$ cat config.mk
export PLATFORM = sky130hd
export DESIGN_NAME = rsv_dispatch_pip3_flat
export DESIGN_NICKNAME = d
export VERILOG_FILES = /design/src/rtl/rsv_dispatch_pip3_pkg.sv /design/src/rtl/rsv_dispatch_pip3_if.sv /design/src/rtl/rsv_fifo_pip3.sv /design/src/rtl/rsv_dispatch_pip3.sv /design/src/flat_wrapper.sv
export SDC_FILE = /design/constraint.sdc
export NUM_CORES = 1
export LEC_CHECK = 0
export ABC_AREA = 1
export BUFFER_PORTS_ARGS = -buffer_cell sky130_fd_sc_hd__buf_2
export CORE_MARGIN = 5
export CORE_UTILIZATION = 55
export CTS_CLUSTER_DIAMETER = 40
export CTS_CLUSTER_SIZE = 40
export DETAILED_ROUTE_END_ITERATION = 8
export PLACE_DENSITY = 0.78
export SYNTH_ARGS = -nofsm -noshare
export SYNTH_HDL_FRONTEND = slang
export SYNTH_HIERARCHICAL = 1
export SYNTH_SLANG_ARGS = --single-unit
$ cat constraint.sdc
create_clock -name clk -period 4.05 [get_ports clk]
set_clock_uncertainty 0.2 [all_clocks]
set_input_delay 0.405 -clock clk [delete_from_list [all_inputs] [get_ports clk]]
set_output_delay 0.405 -clock clk [all_outputs]
set_load 0.01 [all_outputs]
$ cat src/rtl/rsv_dispatch_pip3_pkg.sv
// Shared codes and widths for the reservation dispatch and its scoreboard.
package rsv_dispatch_pip3_pkg;

    localparam int unsigned W_PA_REG     = 5;
    localparam int unsigned W_PD_UOPS    = 6;
    localparam int unsigned W_PC_SEL_RSV = 2;
    localparam int unsigned W_PC_SEL_ODR = 2;
    localparam int unsigned S_depth      = 4;
    localparam int unsigned W_ptr        = 2;
    localparam int unsigned W_seq        = 4;

    localparam logic [W_PD_UOPS-1:0] unused_op = '1;

    localparam logic [W_PC_SEL_RSV-1:0] V_unpip = 2'b00;
    localparam logic [W_PC_SEL_RSV-1:0] V_pip0  = 2'b01;
    localparam logic [W_PC_SEL_RSV-1:0] V_pip1  = 2'b10;

    localparam logic [W_PC_SEL_ODR-1:0] V_odrnone = 2'b00;
    localparam logic [W_PC_SEL_ODR-1:0] V_odrf0   = 2'b01;
    localparam logic [W_PC_SEL_ODR-1:0] V_odrf1   = 2'b10;

    typedef struct packed {
        logic [W_PD_UOPS-1:0] uops;
        logic [W_PA_REG-1:0]  rd;
        logic [W_seq-1:0]     seq;
    } rsv_entry_t;

    // True when tag a was stamped before tag b; valid while fewer than
    // 2^(W_seq-1) enqueues separate them, which FIFO capacity guarantees.
    function automatic logic seq_older(input logic [W_seq-1:0] a,
                                       input logic [W_seq-1:0] b);
        logic [W_seq-1:0] diff;
        diff = a - b;
        return diff[W_seq-1];
    endfunction

endpackage

$ cat src/rtl/rsv_dispatch_pip3_if.sv
// Enqueue, head-presentation and grant signals between decode, dispatch and scoreboard.
interface rsv_dispatch_pip3_if
    import rsv_dispatch_pip3_pkg::*;
();
    logic                    CDI_PC_valid_in;
    logic [W_PC_SEL_RSV-1:0] CDI_PC_pip_in;
    logic [W_PD_UOPS-1:0]    CDI_PD_uops_in;
    logic [W_PA_REG-1:0]     CDI_PD_rd_in;
    logic                    CDO_PC_full0;
    logic                    CDO_PC_full1;
    logic [W_PD_UOPS-1:0]    CDO_PD_uops0;
    logic [W_PD_UOPS-1:0]    CDO_PD_uops1;
    logic [W_PA_REG-1:0]     CDO_PD_rd0;
    logic [W_PA_REG-1:0]     CDO_PD_rd1;
    logic [W_PC_SEL_ODR-1:0] CDO_PC_odr;
    logic [W_PC_SEL_RSV-1:0] CDI_PC_selrsv;
    logic                    CFI_PC_clear;

    modport master (
        output CDI_PC_valid_in, CDI_PC_pip_in, CDI_PD_uops_in, CDI_PD_rd_in,
               CDI_PC_selrsv, CFI_PC_clear,
        input  CDO_PC_full0, CDO_PC_full1, CDO_PD_uops0, CDO_PD_uops1,
               CDO_PD_rd0, CDO_PD_rd1, CDO_PC_odr
    );

    modport slave (
        input  CDI_PC_valid_in, CDI_PC_pip_in, CDI_PD_uops_in, CDI_PD_rd_in,
               CDI_PC_selrsv, CFI_PC_clear,
        output CDO_PC_full0, CDO_PC_full1, CDO_PD_uops0, CDO_PD_uops1,
               CDO_PD_rd0, CDO_PD_rd1, CDO_PC_odr
    );

endinterface

$ cat src/rtl/rsv_fifo_pip3.sv
// Per-pipe uop FIFO: push rejected when full, pop ignored when empty, flush dominates.
module rsv_fifo_pip3
    import rsv_dispatch_pip3_pkg::*;
#(
    parameter int unsigned W_data = $bits(rsv_entry_t),
    parameter int unsigned DEPTH  = S_depth,
    parameter int unsigned W_ADDR = W_ptr
) (
    input  logic              clk,
    input  logic              rst_n,
    input  logic              push,
    input  logic              pop,
    input  logic              flush,
    input  logic [W_data-1:0] din,
    output logic [W_data-1:0] head,
    output logic              full,
    output logic              empty
);

    logic [W_data-1:0] mem [DEPTH];
    logic [W_ADDR-1:0] wr_ptr;
    logic [W_ADDR-1:0] rd_ptr;
    logic [W_ADDR:0]   count;
    logic              do_push;
    logic              do_pop;

    // Accept decisions use the pre-edge occupancy only.
    always_comb begin
        full    = (count == (W_ADDR+1)'(DEPTH));
        empty   = (count == '0);
        do_push = push && !full;
        do_pop  = pop && !empty;
        head    = mem[rd_ptr];
    end

    // Pointer and occupancy bookkeeping.
    always_ff @(posedge clk or negedge rst_n) begin
        if (!rst_n) begin
            wr_ptr <= '0;
            rd_ptr <= '0;
            count  <= '0;
        end else if (flush) begin
            wr_ptr <= '0;
            rd_ptr <= '0;
            count  <= '0;
        end else begin
            if (do_push) wr_ptr <= wr_ptr + 1'b1;
            if (do_pop)  rd_ptr <= rd_ptr + 1'b1;
            case ({do_push, do_pop})
                2'b10:   count <= count + 1'b1;
                2'b01:   count <= count - 1'b1;
                default: count <= count;
            endcase
        end
    end

    // Entry storage; contents are only observed through a non-empty head.
    always_ff @(posedge clk) begin
        if (do_push && !flush) mem[wr_ptr] <= din;
    end

endmodule

$ cat src/rtl/rsv_dispatch_pip3.sv
// Dual-pipe reservation dispatch: age-stamped uop queues with oldest-first order code.
module rsv_dispatch_pip3
    import rsv_dispatch_pip3_pkg::*;
(
    input logic               clk,
    input logic               rst_n,
    rsv_dispatch_pip3_if.slave bus
);

    logic [W_seq-1:0] seq_cnt;
    rsv_entry_t       din;
    rsv_entry_t       head0;
    rsv_entry_t       head1;
    logic             full0, full1;
    logic             empty0, empty1;
    logic             push0, push1;
    logic             pop0, pop1;
    logic             accept;

    // Enqueue steering and grant decode.
    always_comb begin
        din    = '{uops: bus.CDI_PD_uops_in, rd: bus.CDI_PD_rd_in, seq: seq_cnt};
        push0  = bus.CDI_PC_valid_in && (bus.CDI_PC_pip_in == V_pip0);
        push1  = bus.CDI_PC_valid_in && (bus.CDI_PC_pip_in == V_pip1);
        accept = (push0 && !full0) || (push1 && !full1);
        pop0   = (bus.CDI_PC_selrsv == V_pip0);
        pop1   = (bus.CDI_PC_selrsv == V_pip1);
    end

    rsv_fifo_pip3 #(
        .W_data ($bits(rsv_entry_t)),
        .DEPTH  (S_depth),
        .W_ADDR (W_ptr)
    ) u_fifo0 (
        .clk   (clk),
        .rst_n (rst_n),
        .push  (push0),
        .pop   (pop0),
        .flush (bus.CFI_PC_clear),
        .din   (din),
        .head  (head0),
        .full  (full0),
        .empty (empty0)
    );

    rsv_fifo_pip3 #(
        .W_data ($bits(rsv_entry_t)),
        .DEPTH  (S_depth),
        .W_ADDR (W_ptr)
    ) u_fifo1 (
        .clk   (clk),
        .rst_n (rst_n),
        .push  (push1),
        .pop   (pop1),
        .flush (bus.CFI_PC_clear),
        .din   (din),
        .head  (head1),
        .full  (full1),
        .empty (empty1)
    );

    // Global age stamp: advances on each accepted enqueue, zeroed by flush.
    always_ff @(posedge clk or negedge rst_n) begin
        if (!rst_n)                seq_cnt <= '0;
        else if (bus.CFI_PC_clear) seq_cnt <= '0;
        else if (accept)           seq_cnt <= seq_cnt + 1'b1;
    end

    // Head presentation and age comparison across the two queues.
    always_comb begin
        bus.CDO_PC_full0 = full0;
        bus.CDO_PC_full1 = full1;
        bus.CDO_PD_uops0 = empty0 ? unused_op : head0.uops;
        bus.CDO_PD_uops1 = empty1 ? unused_op : head1.uops;
        bus.CDO_PD_rd0   = empty0 ? '0 : head0.rd;
        bus.CDO_PD_rd1   = empty1 ? '0 : head1.rd;
        bus.CDO_PC_odr   = V_odrnone;
        case ({empty0, empty1})
            2'b01:   bus.CDO_PC_odr = V_odrf0;
            2'b10:   bus.CDO_PC_odr = V_odrf1;
            2'b00:   bus.CDO_PC_odr = seq_older(head0.seq, head1.seq) ? V_odrf0 : V_odrf1;
            default: bus.CDO_PC_odr = V_odrnone;
        endcase
    end

endmodule

$ cat src/flat_wrapper.sv
// flat-port wrapper written by rule: the top's interface ports become plain ports
module rsv_dispatch_pip3_flat import rsv_dispatch_pip3_pkg::*;
  (clk, rst_n, bus_CDI_PC_valid_in, bus_CDI_PC_pip_in, bus_CDI_PD_uops_in, bus_CDI_PD_rd_in, bus_CDI_PC_selrsv, bus_CFI_PC_clear, bus_CDO_PC_full0, bus_CDO_PC_full1, bus_CDO_PD_uops0, bus_CDO_PD_uops1, bus_CDO_PD_rd0, bus_CDO_PD_rd1, bus_CDO_PC_odr);
  rsv_dispatch_pip3_if bus_i ();
  input logic clk;
  input logic rst_n;
  input wire logic [$bits(bus_i.CDI_PC_valid_in)-1:0] bus_CDI_PC_valid_in;
  input wire logic [$bits(bus_i.CDI_PC_pip_in)-1:0] bus_CDI_PC_pip_in;
  input wire logic [$bits(bus_i.CDI_PD_uops_in)-1:0] bus_CDI_PD_uops_in;
  input wire logic [$bits(bus_i.CDI_PD_rd_in)-1:0] bus_CDI_PD_rd_in;
  input wire logic [$bits(bus_i.CDI_PC_selrsv)-1:0] bus_CDI_PC_selrsv;
  input wire logic [$bits(bus_i.CFI_PC_clear)-1:0] bus_CFI_PC_clear;
  output wire logic [$bits(bus_i.CDO_PC_full0)-1:0] bus_CDO_PC_full0;
  output wire logic [$bits(bus_i.CDO_PC_full1)-1:0] bus_CDO_PC_full1;
  output wire logic [$bits(bus_i.CDO_PD_uops0)-1:0] bus_CDO_PD_uops0;
  output wire logic [$bits(bus_i.CDO_PD_uops1)-1:0] bus_CDO_PD_uops1;
  output wire logic [$bits(bus_i.CDO_PD_rd0)-1:0] bus_CDO_PD_rd0;
  output wire logic [$bits(bus_i.CDO_PD_rd1)-1:0] bus_CDO_PD_rd1;
  output wire logic [$bits(bus_i.CDO_PC_odr)-1:0] bus_CDO_PC_odr;
  assign bus_i.CDI_PC_valid_in = bus_CDI_PC_valid_in;
  assign bus_i.CDI_PC_pip_in = bus_CDI_PC_pip_in;
  assign bus_i.CDI_PD_uops_in = bus_CDI_PD_uops_in;
  assign bus_i.CDI_PD_rd_in = bus_CDI_PD_rd_in;
  assign bus_i.CDI_PC_selrsv = bus_CDI_PC_selrsv;
  assign bus_i.CFI_PC_clear = bus_CFI_PC_clear;
  assign bus_CDO_PC_full0 = bus_i.CDO_PC_full0;
  assign bus_CDO_PC_full1 = bus_i.CDO_PC_full1;
  assign bus_CDO_PD_uops0 = bus_i.CDO_PD_uops0;
  assign bus_CDO_PD_uops1 = bus_i.CDO_PD_uops1;
  assign bus_CDO_PD_rd0 = bus_i.CDO_PD_rd0;
  assign bus_CDO_PD_rd1 = bus_i.CDO_PD_rd1;
  assign bus_CDO_PC_odr = bus_i.CDO_PC_odr;
  rsv_dispatch_pip3 u_core (.clk(clk), .rst_n(rst_n), .bus(bus_i));
endmodule
==> results of run 1 <==
-- worst max-delay path by stage --
stage | endpoint | slack [ps] | cells past startpoint | start
2_1_floorplan | bus_CDO_PC_odr[0] | 1780 | 11 | u_core/u_fifo1/rd_ptr[1]
3_3_place_gp | bus_CDO_PC_odr[0] | 1290 | 12 | u_core/u_fifo1/rd_ptr[1]
3_5_place_dp | bus_CDO_PC_odr[0] | 1200 | 12 | u_core/u_fifo1/rd_ptr[1]
4_1_cts | bus_CDO_PC_odr[0] | 640 | 12 | u_core/u_fifo1/rd_ptr[1]
5_1_grt | bus_CDO_PC_odr[0] | 410 | 13 | u_core/u_fifo0/rd_ptr[1]
6_report | bus_CDO_PC_odr[0] | 650 | 12 | u_core/u_fifo1/rd_ptr[1]
-- worst max-delay path: stages, from the launching register on --
cell	delay, ps
dfrtp_1	570
inv_1	450
o21ai_0	160
o22ai_1	140
inv_1	60
ha_1	290
a21oi_1	170
nand2_1	80
nand2_1	90
nand2_1	60
nand2_1	60
nand2_1	40
buf_2	130
-- metal layers --
metal  up-vias  part of all wire (%)  wire (um)
met1      1963                    41       5110
met5         -                     0          0
met2       161                    50       6200
li1       1942                     -          -
met3        26                   6.4        796
met4         0                   3.0        377
-- report_power, final --
part           switching, mW  internal, mW  total (mW)
Combinational          0.416         0.229       0.644
Clock                  0.529          1.02        1.55
Sequential            0.0440          1.58        1.62
-- cell type report --
class | count | area (um2)
inverters | 56 | 215
flip-flops and latches | 138 | 4050
well taps | 140 | 175
repair buffers | 61 | 365
multi-input cells | 311 | 1700
clock inverters | 7 | 113
clock buffers | 25 | 494
fillers | 806 | 3720
-- registers in the layout, indices dropped and copies added, names as in the netlist, 3 cells and up --
| register | cells |
|---|---|
| u_core/u_fifo0/mem | 60 |
| u_core/u_fifo1/mem | 60 |
| u_core/seq_cnt | 4 |
| u_core/u_fifo0/count | 3 |
| u_core/u_fifo1/count | 3 |
-- per-stage QoR --
stage / power, mW / utilization, %
floorplan: 2.09 / -
global placement: 2.26 / 59.4
detailed placement: 2.29 / 59.4
CTS: 3.83 / 65.7
global route: 3.99 / 65.7
finish: 3.81 / 65.7
-- cells in the final DEF (no fill, tap or decap), types with 3 or more instances in the layout --
master	netlist	layout
nor2_1	85	85
inv_2	7	7
bufinv_16	0	3
o21ai_1	4	4
clkbuf_8	0	6
dfrtp_1	18	18
buf_4	3	10
dlygate4sd3_1	0	7
clkbuf_16	0	16
clkbuf_1	6	3
nand4_1	11	11
buf_2	10	44
nand3_1	15	15
o22ai_1	30	30
o21ai_0	60	60
ha_1	11	11
inv_1	47	47
xor2_1	3	3
nand2_2	10	10
nand2_4	6	6
edfxtp_1	120	120
nand2_1	44	44
a21oi_1	4	4
or2_1	13	13
-- cell families after synthesis --
kind of cell             Yosys count  synth area share [%]
XOR/XNOR                           5                 0.720
buffers and inverters             78                  5.45
AND/OR/NAND/NOR                  192                  14.9
flip-flops                       138                  66.6
adder cells (fa/ha/maj)           13                  2.92
AO/OA/AOI/OAI                    101                  9.35
==> metrics.txt, run 1 <==
# TYPE chip_impl_metric gauge
chip_impl_info{name="run_status",value="finished, final reports clean"} 1
chip_impl_metric{name="power.static_leakage",unit="nW"} 2.90
chip_impl_metric{name="setup-violations-final",unit=""} 0
chip_impl_metric{name="seq_area_frac_synth",unit="%"} 66.6
chip_impl_metric{name="area_growth",unit="%"} 16.9
chip_impl_metric{name="grt.met2_usage",unit="%"} 33.7
chip_impl_metric{name="nets",unit=""} 617
chip_impl_metric{name="grt_remaining_overflow",unit=""} 0
chip_impl_metric{name="post_syn_instances",unit=""} 527
chip_impl_metric{name="number_of_buffers_inserted_by_port_buffering",unit=""} 44
chip_impl_metric{name="hold_slack",unit="ps"} 10.8
chip_impl_info{name="critPathCaptureType",value="primary output"} 1
chip_impl_metric{name="pin_count",unit=""} 45
chip_impl_metric{name="number_of_enable_type_register_cells_in_the_synthesized_netlist",unit=""} 120
chip_impl_metric{name="cts_made_buffers",unit=""} 17
chip_impl_metric{name="synthArstFlopShare",unit="%"} 13.0
chip_impl_metric{name="final.min_clock_period",unit="ps"} 3400
chip_impl_metric{name="cts-hold-fix-buffers",unit=""} 7
chip_impl_metric{name="clk_pin_slew_worst_paths",unit="ps"} 60
chip_impl_metric{name="grt_start_max_net_pins",unit=""} 34
chip_impl_metric{name="number_of_global_route_vias_before_repair",unit=""} 4120
chip_impl_metric{name="synth_top_area_share",unit="%"} 59.2
chip_impl_metric{name="gr-usage-met1",unit="%"} 24.5
chip_impl_metric{name="route.final.wire_length",unit="um"} 12500
chip_impl_info{name="critical_path_class",value="reg -> out"} 1
chip_impl_info{name="critical_path.reg2reg.startpoint",value="u_core/u_fifo0/count[0]"} 1
chip_impl_info{name="root_buffer",value="clkbuf_8"} 1
chip_impl_info{name="synth_top_cell_by_area",value="edfxtp_1"} 1
chip_impl_metric{name="hpwl_after_detailed_placement",unit="um"} 7820
chip_impl_info{name="critical_path.reg2reg.endpoint",value="u_core/u_fifo0/count[2]"} 1
chip_impl_metric{name="syn_nets",unit=""} 559
chip_impl_metric{name="grt_pass1_wl",unit="um"} 20400
chip_impl_metric{name="cts_setup_buffers",unit=""} 0
chip_impl_metric{name="cts-root-to-sink-buffers",unit=""} 2
chip_impl_metric{name="start_util",unit="%"} 56.1
chip_impl_metric{name="final.period_utilization",unit="%"} 84.0
chip_impl_info{name="most_common_flop_cell_mapped_by_yosys",value="edfxtp_1"} 1
chip_impl_metric{name="post_place_setup_slack",unit="ps"} 1200
chip_impl_metric{name="timing.critical_path.required",unit="ps"} 3440
chip_impl_metric{name="fp.dieH",unit="um"} 115
chip_impl_metric{name="floorplan.die.width",unit="um"} 115
chip_impl_metric{name="worst_ep_arrival_time",unit="ps"} 2800
chip_impl_metric{name="drt_first_pass_iters",unit=""} 6
chip_impl_metric{name="worst_slew_pin_slew",unit="ps"} 507
chip_impl_info{name="endpoint_worst_hold",value="u_core/u_fifo0/mem[1][7]"} 1
chip_impl_metric{name="clkLatencyLatePin",unit="ps"} 520
chip_impl_info{name="crit_path_start_kind",value="flop"} 1
chip_impl_metric{name="antenna_left",unit=""} 0
chip_impl_metric{name="antenna_found_initial",unit=""} 0
chip_impl_metric{name="register_to_register_setup_slack",unit="ps"} 1850
chip_impl_metric{name="cell_area_after_layout",unit="um2"} 7120
chip_impl_metric{name="final-max-slew-violation-count",unit=""} 0
chip_impl_metric{name="hold_path_cells",unit=""} 1
chip_impl_metric{name="ys_types",unit=""} 31
chip_impl_metric{name="die_area",unit="um2"} 13300
chip_impl_metric{name="via_per_inst",unit=""} 5.54
chip_impl_info{name="busiest_layer",value="met2"} 1
chip_impl_metric{name="power.density",unit="nW/um2"} 536
chip_impl_info{name="synth.cells.most_frequent",value="120 x edfxtp_1, 85 x nor2_1, 60 x o21ai_0, 47 x inv_1, 44 x nand2_1"} 1
chip_impl_metric{name="global_route_usage_sum",unit="%"} 20.1
chip_impl_metric{name="ir_drop",unit="mV"} 0.325
chip_impl_metric{name="hold_violation_total_from_the_final_report",unit=""} 0
chip_impl_metric{name="maxClockFrequency",unit="MHz"} 294
chip_impl_metric{name="synthesis.area_per_instance",unit="um2"} 11.5
chip_impl_metric{name="cts.repair.resized",unit=""} 0
chip_impl_metric{name="drt-wirelength-per-cell",unit="um"} 16.9
chip_impl_metric{name="drv_cap",unit=""} 0
chip_impl_info{name="cts_tree",value="done"} 1
chip_impl_metric{name="ff2ff_path_depth",unit=""} 12
chip_impl_info{name="post_synth_main_area_contributors",value="edfxtp_1 59%, dfrtp_1 7.4%, nor2_1 5.2%"} 1
chip_impl_metric{name="total_placed_cells_including_tap_cells",unit=""} 699
chip_impl_metric{name="rows",unit=""} 38
chip_impl_info{name="grt_setup_unrepaired",value="false"} 1
chip_impl_metric{name="detailed_place.area",unit="um2"} 6440
chip_impl_metric{name="yosys_register_bits",unit=""} 138
chip_impl_metric{name="gr_util_met3",unit="%"} 5.21
chip_impl_metric{name="gp_routability_congestion",unit=""} 0.801
chip_impl_metric{name="detailroute.via_count",unit=""} 4092
chip_impl_metric{name="detailedRoute.firstIterationViolations",unit=""} 372
chip_impl_metric{name="syn-cell-area",unit="um2"} 6090
chip_impl_metric{name="post-route-drc-count",unit=""} 0
chip_impl_metric{name="drive_gt1_share",unit="%"} 19.4
chip_impl_metric{name="postLayoutSetupSlackWorst",unit="ps"} 649
chip_impl_metric{name="worst_slew_margin_rel",unit="%"} 66.2
chip_impl_metric{name="antenna_cells",unit=""} 0
chip_impl_metric{name="core",unit="um2"} 10800
chip_impl_info{name="min_from",value="bus_CDI_PD_rd_in[3]"} 1
chip_impl_metric{name="critical_path.max_fanout",unit=""} 17
chip_impl_metric{name="htree_num_levels",unit=""} 4
chip_impl_metric{name="final.setup.tns",unit="ps"} 0
chip_impl_metric{name="synth.yosys.warnings",unit=""} 6
chip_impl_metric{name="final_cells",unit=""} 738
chip_impl_info{name="synth_most_common_cell",value="edfxtp_1"} 1
chip_impl_info{name="worstHoldPathType",value="in -> reg"} 1
chip_impl_metric{name="clock_sink_count",unit=""} 138
No activity file was read; power rests on OpenSTA's default activity.
==> run 2, diff against run 1 <==
--- a/config.mk
+++ b/config.mk
@@ -8,11 +8,11 @@
 export ABC_AREA = 1
 export BUFFER_PORTS_ARGS = -buffer_cell sky130_fd_sc_hd__buf_2
 export CORE_MARGIN = 5
-export CORE_UTILIZATION = 55
+export CORE_UTILIZATION = 54
 export CTS_CLUSTER_DIAMETER = 40
 export CTS_CLUSTER_SIZE = 40
 export DETAILED_ROUTE_END_ITERATION = 8
-export PLACE_DENSITY = 0.78
+export PLACE_DENSITY = 0.8
 export SYNTH_ARGS = -nofsm -noshare
 export SYNTH_HDL_FRONTEND = slang
 export SYNTH_HIERARCHICAL = 1
==> constraint.sdc (replaced) <==
create_clock -name clk -period 2.83 [get_ports clk]
set_clock_uncertainty 0.2 [all_clocks]
set_input_delay 0.283 -clock clk [delete_from_list [all_inputs] [get_ports clk]]
set_output_delay 0.283 -clock clk [all_outputs]
set_load 0.01 [all_outputs]
==> run 2 against run 1 <==
Net effect: the flow now finishes with violations (negative setup slack); critical path depth up 1; non-clock buffer count rose by 16; final cell count grew 2.2%; die area up 1.7%; first-iteration DRC count rose by 31%; cell area up 1.8%; clock-buffer cell count down 7.
==> metrics.txt, run 2 (same netlist as run 1, synthesis figures left out) <==
# TYPE chip_impl_metric gauge
chip_impl_info{name="run_status",value="finished, violations left"} 1
chip_impl_info{name="failed_checks",value="negative setup slack"} 1
chip_impl_metric{name="setup-violations-final",unit=""} 2
chip_impl_metric{name="worst_slew_pin_slew",unit="ps"} 530
chip_impl_metric{name="post-route-drc-count",unit=""} 0
chip_impl_metric{name="pin_count",unit=""} 45
chip_impl_metric{name="antenna_cells",unit=""} 0
chip_impl_metric{name="hold_path_cells",unit=""} 4
chip_impl_metric{name="power.density",unit="nW/um2"} 754
chip_impl_metric{name="detailed_place.area",unit="um2"} 6480
chip_impl_metric{name="critical_path.max_fanout",unit=""} 6
chip_impl_metric{name="via_per_inst",unit=""} 5.75
chip_impl_metric{name="multi_input_comb_area",unit="um2"} 1730
chip_impl_metric{name="detailroute.via_count",unit=""} 4337
chip_impl_metric{name="clock_sink_count",unit=""} 138
chip_impl_metric{name="worst_slew_margin_rel",unit="%"} 64.6
chip_impl_metric{name="nets",unit=""} 633
chip_impl_info{name="crit_path_start_kind",value="flop"} 1
chip_impl_info{name="worstHoldPathType",value="in -> reg"} 1
chip_impl_info{name="root_buffer",value="clkbuf_16"} 1
chip_impl_metric{name="start_util",unit="%"} 55.7
chip_impl_info{name="reg_top3",value="u_core/u_fifo0/mem (60), u_core/u_fifo1/mem (60), u_core/seq_cnt (4)"} 1
chip_impl_info{name="commonest_cells_after_routing_fill_and_taps_aside",value="120 x edfxtp_1, 85 x nor2_1, 58 x o21ai_0"} 1
chip_impl_metric{name="detailedRoute.firstIterationViolations",unit=""} 487
chip_impl_metric{name="timing.critical_path.required",unit="ps"} 2350
chip_impl_metric{name="power",unit="mW"} 5.46
chip_impl_metric{name="ff2ff_path_depth",unit=""} 12
chip_impl_info{name="critical_path_class",value="reg -> out"} 1
chip_impl_info{name="critical_path.reg2reg.startpoint",value="u_core/u_fifo0/count[0]"} 1
chip_impl_metric{name="hold_violation_total_from_the_final_report",unit=""} 0
chip_impl_metric{name="final-max-slew-violation-count",unit=""} 0
chip_impl_metric{name="global_route_usage_sum",unit="%"} 21.5
chip_impl_metric{name="drt_first_pass_iters",unit=""} 5
chip_impl_info{name="layout_commonest_cell",value="edfxtp_1"} 1
chip_impl_metric{name="grt_pass1_wl",unit="um"} 21600
chip_impl_metric{name="worst_ep_arrival_time",unit="ps"} 2350
chip_impl_metric{name="maxClockFrequency",unit="MHz"} 352
chip_impl_metric{name="gp_routability_congestion",unit=""} 0.788
chip_impl_metric{name="route.final.wire_length",unit="um"} 14300
chip_impl_info{name="min_from",value="bus_CFI_PC_clear"} 1
chip_impl_metric{name="core",unit="um2"} 10900
chip_impl_metric{name="htree_num_levels",unit=""} 4
chip_impl_metric{name="die_area",unit="um2"} 13500
chip_impl_metric{name="register_to_register_setup_slack",unit="ps"} 580
chip_impl_metric{name="grt_remaining_overflow",unit=""} 0
chip_impl_metric{name="ff_latch_area",unit="um2"} 4060
chip_impl_metric{name="drt-wirelength-per-cell",unit="um"} 19.0
chip_impl_metric{name="clk_pin_slew_worst_paths",unit="ps"} 60
chip_impl_metric{name="rows",unit=""} 38
chip_impl_info{name="endpoint_worst_hold",value="u_core/u_fifo1/count[1]"} 1
chip_impl_metric{name="power.static_leakage",unit="nW"} 2.94
chip_impl_metric{name="cell_area_after_layout",unit="um2"} 7250
chip_impl_info{name="critPathCaptureType",value="primary output"} 1
chip_impl_metric{name="ir_drop",unit="mV"} 0.445
chip_impl_metric{name="number_of_buffers_inserted_by_port_buffering",unit=""} 44
chip_impl_metric{name="antenna_found_initial",unit=""} 0
chip_impl_metric{name="drv_cap",unit=""} 0
chip_impl_metric{name="final.period_utilization",unit="%"} 100
chip_impl_metric{name="clkLatencyLatePin",unit="ps"} 410
chip_impl_metric{name="antenna_left",unit=""} 0
chip_impl_metric{name="final.min_clock_period",unit="ps"} 2840
chip_impl_metric{name="cts-root-to-sink-buffers",unit=""} 2
chip_impl_metric{name="drive_gt1_share",unit="%"} 22.5
chip_impl_metric{name="fill_cells",unit=""} 753
chip_impl_metric{name="postLayoutSetupSlackWorst",unit="ps"} -6.92
chip_impl_metric{name="area_growth",unit="%"} 19.1
chip_impl_metric{name="floorplan.die.width",unit="um"} 116
chip_impl_metric{name="number_of_global_route_vias_before_repair",unit=""} 4171
chip_impl_metric{name="hpwl_after_detailed_placement",unit="um"} 8170
chip_impl_info{name="cts_tree",value="done"} 1
chip_impl_metric{name="cts_made_buffers",unit=""} 17
chip_impl_metric{name="fp.dieH",unit="um"} 116
chip_impl_metric{name="grt_start_max_net_pins",unit=""} 27
chip_impl_info{name="critical_path.reg2reg.endpoint",value="u_core/u_fifo0/count[2]"} 1
run 2: cell types whose count changed in the layout (fill, tap and decap cells not counted), moves of 2 or more:
cell	previous run	this run
o21ai_0	60	58
o21ai_1	4	6
dfrtp_1	18	15
clkbuf_8	6	0
dlygate4sd3_1	7	12
clkinv_2	2	0
buf_4	10	21
inv_1	47	45
dfrtp_2	0	3
bufinv_16	3	1
inv_6	0	6
clkinvlp_4	0	3
clkbuf_1	3	1
clkinv_4	1	3
run 2: final cells by class:
| class | instances | share of cell area (%) |
|---|---|---|
| flip-flops and latches | 138 | 56.0 |
| clock buffers | 18 | 5.92 |
| clock inverters | 14 | 1.90 |
| well taps | 140 | 2.42 |
| inverters | 56 | 3.07 |
| multi-input cells | 311 | 23.8 |
| repair buffers | 77 | 6.87 |
run 2: worst max path at each step:
stage | slack [ps] | from | end
6_report | -7 | u_core/u_fifo1/rd_ptr[0] | bus_CDO_PC_odr[1]
5_1_grt | -120 | u_core/u_fifo1/rd_ptr[0] | bus_CDO_PC_odr[0]
4_1_cts | 40 | u_core/u_fifo1/rd_ptr[0] | bus_CDO_PC_odr[1]
3_5_place_dp | 480 | u_core/u_fifo1/rd_ptr[0] | bus_CDO_PC_odr[1]
3_3_place_gp | 550 | u_core/u_fifo1/rd_ptr[0] | bus_CDO_PC_odr[0]
2_1_floorplan | 680 | u_core/u_fifo1/rd_ptr[1] | bus_CDO_PC_odr[0]
run 2: repair_timing:
action | in CTS | in global routing
setup endpoints to repair | 2 | 2
hold buffers | 12 | 0
resized for setup | 1 | 13
pin swaps | 0 | 4
gates cloned | 0 | 0
buffers inserted | 0 | 5
endpoints found under the hold margin | 106 | 0
run 2: power by group:
part / total, mW / leakage [nW] / switching [mW] / internal, mW
clock network: 2.13 / 0.268 / 0.896 / 1.23
registers: 2.33 / 1.36 / 0.0721 / 2.26
logic: 1.01 / 1.31 / 0.645 / 0.362
total: 5.46 / 2.94 / 1.61 / 3.85
run 2: layer usage:
layer,share of wire (%),wire [um],GRT usage [%],up-vias
li1,-,-,-,1972
met1,40,5650,26.5,2089
met3,6.4,908,4.87,55
met4,3.3,476,8.12,0
met2,51,7260,37.4,221
met5,0,0,0,-
run 2: critical path: stages (launching register included):
cell     delay (ps)
dfrtp_2         460
buf_4           160
nor2_1          170
o22ai_1         100
inv_1           130
ha_4            230
nand2_2          70
inv_2            40
nand2_1         100
nand2_1          80
nand2_1          90
nand3_1          80
nand2_1          90
buf_2           140
run 2: stage by stage:
step	setup slack [ps]	cells	hold WS (ps)	setup TNS [ps]	utilization, %
floorplan	677	527	-213	0	-
global placement	553	705	52.1	0	59.3
detailed placement	476	705	59.9	0	59.3
CTS	35.2	749	27.2	0	65.6
global route	-122	754	50.4	-224	66.3
finish	-6.92	754	41.8	-7.90	66.3
